==> src/rtl/spi_frame_rx.sv <==
// spi_frame_rx: oversampled SPI slave receiver.
// Captures MSB-first frames, checks the bit count on chip-select release and
// queues good frames in a first-word-fall-through FIFO with valid/ready.
module spi_frame_rx #(
  parameter int C_FRAME_BITS    = 18,
  parameter int C_SAMPLE_RISE   = 1,
  parameter int C_CS_ACTIVE_LOW = 1,
  parameter int C_FIFO_DEPTH    = 4
) (
  input  logic                    OPB_Clk,
  input  logic                    rst,
  input  logic                    spi_sclk,
  input  logic                    spi_din,
  input  logic                    spi_cs,
  output logic [C_FRAME_BITS-1:0] frame_data,
  output logic                    frame_valid,
  input  logic                    frame_ready,
  output logic                    frame_len_err,
  output logic                    fifo_overflow,
  input  logic                    clr_overflow,
  output logic                    busy,
  output logic [15:0]             frame_count
);

  localparam int CW   = $clog2(C_FRAME_BITS + 2);
  localparam int AW   = $clog2(C_FIFO_DEPTH);
  localparam int FCW  = AW + 1;
  localparam logic [CW-1:0]  CNT_FULL  = CW'(C_FRAME_BITS);
  localparam logic [CW-1:0]  CNT_SAT   = CW'(C_FRAME_BITS + 1);
  localparam logic [FCW-1:0] FIFO_FULL = FCW'(C_FIFO_DEPTH);

  typedef enum logic [1:0] {WAIT_IDLE, IDLE, RECV} state_t;

  state_t state;

  logic [1:0] sclk_sync, din_sync, cs_sync;
  logic       sclk_h, din_h, cs_h;

  // Two-flop synchronisers plus one history flop per SPI pin.
  always_ff @(posedge OPB_Clk) begin
    sclk_sync <= {sclk_sync[0], spi_sclk};
    din_sync  <= {din_sync[0], spi_din};
    cs_sync   <= {cs_sync[0], spi_cs};
    sclk_h    <= sclk_sync[1];
    din_h     <= din_sync[1];
    cs_h      <= cs_sync[1];
  end

  logic cs_act, cs_act_h, cs_on, cs_off, sample_edge;

  assign cs_act      = (C_CS_ACTIVE_LOW != 0) ? ~cs_sync[1] : cs_sync[1];
  assign cs_act_h    = (C_CS_ACTIVE_LOW != 0) ? ~cs_h : cs_h;
  assign cs_on       = cs_act & ~cs_act_h;
  assign cs_off      = ~cs_act & cs_act_h;
  assign sample_edge = (C_SAMPLE_RISE != 0) ? (sclk_sync[1] & ~sclk_h)
                                            : (~sclk_sync[1] & sclk_h);

  logic [C_FRAME_BITS-1:0] shift_q, shift_nxt;
  logic [CW-1:0]           bit_cnt, bit_cnt_nxt;
  logic                    end_ok, end_bad;

  // Shift/count after the current sample edge, so an edge coincident with
  // chip-select release is counted before the length check.
  always_comb begin
    shift_nxt   = shift_q;
    bit_cnt_nxt = bit_cnt;
    if (sample_edge) begin
      shift_nxt = {shift_q[C_FRAME_BITS-2:0], din_h};
      if (bit_cnt != CNT_SAT) bit_cnt_nxt = bit_cnt + CW'(1);
    end
  end

  // Frame state machine: wait for a clean idle, receive bits, judge length.
  always_ff @(posedge OPB_Clk) begin
    if (rst) begin
      state   <= WAIT_IDLE;
      shift_q <= '0;
      bit_cnt <= '0;
      end_ok  <= 1'b0;
      end_bad <= 1'b0;
      busy    <= 1'b0;
    end else begin
      end_ok  <= 1'b0;
      end_bad <= 1'b0;
      case (state)
        WAIT_IDLE: begin
          if (!cs_act) state <= IDLE;
        end
        IDLE: begin
          if (cs_on) begin
            state   <= RECV;
            busy    <= 1'b1;
            shift_q <= '0;
            bit_cnt <= '0;
          end
        end
        RECV: begin
          shift_q <= shift_nxt;
          bit_cnt <= bit_cnt_nxt;
          if (cs_off) begin
            state <= IDLE;
            busy  <= 1'b0;
            if (bit_cnt_nxt == CNT_FULL) end_ok  <= 1'b1;
            else                         end_bad <= 1'b1;
          end
        end
        default: begin
          state <= WAIT_IDLE;
          busy  <= 1'b0;
        end
      endcase
    end
  end

  logic [C_FRAME_BITS-1:0] mem [C_FIFO_DEPTH];
  logic [AW-1:0]           wr_ptr, rd_ptr;
  logic [FCW-1:0]          fcnt;
  logic                    pop, full, push_acc, drop;

  assign frame_valid = (fcnt != '0);
  assign frame_data  = mem[rd_ptr];
  assign pop         = frame_valid & frame_ready;
  assign full        = (fcnt == FIFO_FULL);
  assign push_acc    = end_ok & (~full | pop);
  assign drop        = end_ok & full & ~pop;

  // FIFO storage; contents need no reset since frame_valid gates them.
  always_ff @(posedge OPB_Clk) begin
    if (push_acc) mem[wr_ptr] <= shift_q;
  end

  // FIFO pointers, occupancy, counters and status flags.
  always_ff @(posedge OPB_Clk) begin
    if (rst) begin
      wr_ptr        <= '0;
      rd_ptr        <= '0;
      fcnt          <= '0;
      frame_len_err <= 1'b0;
      fifo_overflow <= 1'b0;
      frame_count   <= '0;
    end else begin
      frame_len_err <= end_bad;
      if (push_acc) begin
        wr_ptr      <= wr_ptr + AW'(1);
        frame_count <= frame_count + 16'd1;
      end
      if (pop) rd_ptr <= rd_ptr + AW'(1);
      case ({push_acc, pop})
        2'b10:   fcnt <= fcnt + FCW'(1);
        2'b01:   fcnt <= fcnt - FCW'(1);
        default: fcnt <= fcnt;
      endcase
      if (drop)              fifo_overflow <= 1'b1;
      else if (clr_overflow) fifo_overflow <= 1'b0;
    end
  end

endmodule

==> config.mk <==
export PLATFORM = sky130hd
export DESIGN_NAME = spi_frame_rx
export DESIGN_NICKNAME = d
export VERILOG_FILES = /design/src/rtl/spi_frame_rx.sv
export SDC_FILE = /design/constraint.sdc
export NUM_CORES = 1
export LEC_CHECK = 0
export BUFFER_PORTS_ARGS = -buffer_cell sky130_fd_sc_hd__buf_2
export CORE_UTILIZATION = 40
export DETAILED_ROUTE_END_ITERATION = 12
export GPL_ROUTABILITY_DRIVEN = 0
export GPL_TIMING_DRIVEN = 0
export PLACE_DENSITY = 0.55
export SLEW_MARGIN = 5
export SYNTH_ARGS = -nofsm -noshare
export SYNTH_HDL_FRONTEND = slang
export SYNTH_SLANG_ARGS = --single-unit
==> constraint.sdc <==
create_clock -name OPB_Clk -period 5.1 [get_ports OPB_Clk]
set_input_delay 0.765 -clock OPB_Clk [delete_from_list [all_inputs] [get_ports OPB_Clk]]
set_output_delay 0.765 -clock OPB_Clk [all_outputs]
set_load 0.02 [all_outputs]
# Word level (Yosys, flattened, before mapping)
# Memory sizes are Yosys's and may differ from the RTL's. A register that Yosys moved wholly into a read port is not among the register bits.
# Index checks and enable logic that the tools add are counted.
# W data, S select, Z words.
[classes]
n_bitwise = 16
reduce_logical = 10
mux = 23
addsub = 6
n_eq_ne = 11
[op_table]
columns = ["cell", "n"]
rows = [
  ["$mux W18", 2],
  ["$pmux W18 S2", 1],
  ["$add A16 B1 Y16 const B", 1],
  ["$mux W5", 3],
  ["$mux W2", 5],
  ["$pmux W5 S2", 1],
  ["$reduce_and A3 Y1", 3],
  ["$mux W1", 8],
  ["$ne A2 B2 Y1 const B", 4],
  ["$not A1 Y1", 8],
  ["$and A1 B1 Y1", 7],
  ["$pmux W2 S3", 1],
  ["$pmux W3 S2", 1],
  ["$reduce_bool A2 Y1", 3],
  ["$add A5 B1 Y5 const B", 1],
  ["$eq A5 B5 Y1 const B", 1],
  ["$ne A5 B5 Y1 const B", 1],
  ["$add A2 B1 Y2 const B", 2],
  ["$eq A2 B1 Y1 const B", 2],
  ["$eq A2 B2 Y1 const B", 2],
  ["$add A3 B1 Y3 const B", 1],
  ["$eq A3 B3 Y1 const B", 1],
  ["$pmux W1 S3", 1],
  ["$reduce_bool A3 Y1", 1],
  ["5 further kinds", 5],
]
[word_totals]
elab_cells = 85
ram_bits = 72
ff_bits = 62
memories = 1
[mem_list]
columns = ["memory", "depth", "word_bits", "read_ports", "rd_ports_with_merged_regs", "wr", "line", "rtl"]
rows = [
  ["mem", 4, 18, 1, 1, 1, "115", "logic [C_FRAME_BITS-1:0] mem [C_FIFO_DEPTH];"],
]

# Logic depth before layout (Yosys ltp)
[logic_depth]
depth_word = 6
depth_mapped = 7
depth_no_buf = 6

# Worst setup path after synthesis
# Ideal clock, no wire load.
[synth_timing]
path_kind = "reg2out"
startpoint = "register (tool-made name)"
endpoint = "output port frame_data[10]"
arrival_ns = 1.470
stages_incl_launch_ff = 4
path_slack_ns = 2.865
cell_sequence = "dfxtp_1 > buf_2 > buf_2 > mux4_2"
[synth_rtl]
columns = ["element", "line", "rtl"]
rows = [
  ["to (decl)", "15", "output logic [C_FRAME_BITS-1:0] frame_data,"],
]

==> metrics.yaml <==
final.setup.tns_ps: 0
top_layer_used: "met4"
ys_async_sr_fraction_pct: 0
drt_iter0_drc: 162
clk_pin_slew_worst_paths_ps: 50
period_share_pct: 60.69
path_class: "reg2out"
clockPowerShare_pct: 50.8
drt_pre_antenna_iters: 4
ir_drop_uv: 174.3
avgViaCountPerCell: 4.947
hold_ws_ps: 324.7
hp-start: "sclk_sync[0]$_DFF_P_"
p_sw_uw: 444.1
maxClockFrequency_mhz: 323.1
cts_resized: 0
r2r_slack_ps: 2770
drive_gt1_share_pct: 24.50
die_x_um: 116.3
hold_viol: 0
seqPwrFrac_pct: 47.9
r2r.worst_path.cells: 4
post-place-ws_ps: 2296
design_area_mm2: 0.006267
fp-row-count: 41
grt_max_degree: 19
cap_violations: 0
wl_mm: 9.423
syn2layout_area_growth_pct: 19.89
clock-sinks: 136
grt_pass1_wl_mm: 15.45
synthFlopType: "edfxtp_1"
timing.rr.end: "mem[2][6]$_DFFE_PP_"
p_leak_nw: 2.188
synth_edf_count: 72
final_util_pct: 49.46
clkLatencyLatePin_ps: 410
yosysUniqueCellTypes: 51
startpoint_type: "flip-flop"
dp_hpwl_mm: 6.006
reg2reg_from: "fcnt[0]$_SDFFE_PP0P_"
final-setup-viol-count: 0
gr-total-overflow: 0
grt_usage_pct: 15.62
post_cts_buffers: 0
layout_setup_ws_ps: 2005
cp-end-kind: "output pin"
hold_class: "reg2reg"
wl_met3_um: 363
internal-power_mw: 1.957
syn_avg_cell_area_um2: 14.01
endpoint: "frame_data[8]"
seq_area_frac_synth_pct: 65.87
nets: 450
cts_buffer_depth: 2
start_util_pct: 41.26
rsz0062_at_grt: "false"
post-place-cells: 589
slew_viol_final: 0
cp.arrival_ps: 2330
slowest_delay_ps: 550
switching_share_pct: 18.49
n_antenna_cell: 0
dpl_cell_area_mm2: 0.005663
cts_buffers: 17
clockRootBuffer: "clkbuf_16"
detail-route-antenna-nets: 0
yosysTopAreaCellShare_pct: 41.36
met1Wirelength_mm: 4.412
core_mm2: 0.01267
die_area_mm2: 0.01353
synth_cells: 373
yosysTopAreaCell: "edfxtp_1"
first_global_vias: 3091
syn_area_mm2: 0.005228
ys_ff_latch: 136
met2WireLength_mm: 4.434
synth_warnings: 0
htree_levels: 4
vias: 3072
p_per_area_mw_per_mm2: 383.1
cp_slowest_cell: "clkbuf_1"
cts_tree: "yes"
min_period_ps: 3095
critPathMaxFanout: 10
ctsHoldBuffers: 0
p_comb_share_pct: 1.3
fp.dieH_um: 116.3
synth_nets: 387
drc: 0
power_mw: 2.401
tightest_slew_ps: 982.0
fin_skew_ps: 7.332
path_cells: "buf_1 -> clkbuf_1 -> mux4_2 -> buf_2"
num_io_pins: 45
final_cell_count_no_fill: 621
port_buffers: 44
grt_antenna_before_repair: 0
outcome: "finished, final reports clean"
wl_per_cell_um: 15.17
ys_top_cells_by_area: "edfxtp_1 41%, dfxtp_1 25%, mux4_2 7.8%, nor2_1 3.7%, a22oi_1 2.6%"
cp_data_required_time_ps: 4340
slew_headroom_pct: 34.53
## power by group through the flow
stage	logic, mW	clock network, mW	registers (mW)
2_1_floorplan	0.0196	0	1.17
3_3_place_gp	0.0305	0	1.17
3_5_place_dp	0.0306	0	1.17
4_1_cts	0.0310	1.25	1.15
5_1_grt	0.0343	1.29	1.15
6_report	0.0306	1.22	1.15
## routing by layer
metal	track usage, %	vias to the layer above
met1	19.15	1473
met4	8.205	0
li1	-	1522
met5	0	-
met2	24.85	58
met3	4.826	19
## worst max-delay path, delay by kind of cell, from the launching register on
kind / cells / cell delay [ps]
flip-flops: 1 / 300
multiplexers: 1 / 420
buffers and inverters: 3 / 1200
## state kept, by name (all words and copies together) (netlist names), 3 cells and up, named ones only
name         count
mem             72
bit_cnt          5
frame_count     16
shift_q         18
fcnt             3
## final cells by class
cell class              count  area (um2)
inverters                  10       37.54
fillers                  1133        6404
repair buffers             44       220.2
multi-input cells         210        1667
clock buffers              25       518.0
well taps                 172       215.2
plain buffers              17       80.08
clock inverters             7       86.33
flip-flops and latches    136        3443
## cells in the mapped netlist (3+ instances only)
master and count:
buf_1 3, nor3_1 3, nor4_1 6, mux4_2 18, edfxtp_1 72, or3_1 3, o21ai_0 4, xor2_1 3
buf_2 4, a21oi_1 8, clkbuf_1 8, and2_1 4, dfxtp_1 64, nor2b_1 9, ha_1 6, inv_1 10
nor2_1 51, nand3_1 6, o31a_1 3, nand2_1 8, nand2b_1 3, xnor2_1 13, a211oi_1 3, mux2_2 6
nand4_1 4, a22oi_1 18
## worst min path at each step
stage                                end  cells past startpoint
detailed placement         din_h$_DFF_P_                      0
CTS                 sclk_sync[1]$_DFF_P_                      0
finish              sclk_sync[1]$_DFF_P_                      0
global placement    sclk_sync[1]$_DFF_P_                      0
floorplan             cs_sync[1]$_DFF_P_                      0
global route               din_h$_DFF_P_                      0
## cell usage in the layout (no fill, tap or decap), types with 10 or more instances in the layout
cell and n:
inv_1 10, xnor2_1 13, a22oi_1 18, dfxtp_1 64, clkbuf_16 19, mux4_2 18, edfxtp_1 72, nor2_1 51
buf_2 48, clkbuf_1 12
## kinds of logic (layout without fill, tap and decap cells)
kind of cell	Yosys count	count (layout)	synth area share (%)
AO/OA/AOI/OAI	47	47	6.415
XOR/XNOR	16	16	2.681
adder cells (fa/ha/maj)	7	7	1.819
buffers and inverters	27	103	2.250
flip-flops	136	136	65.87
multiplexers	26	26	9.430
AND/OR/NAND/NOR	114	114	11.54
No activity file was read; power rests on OpenSTA's default activity.
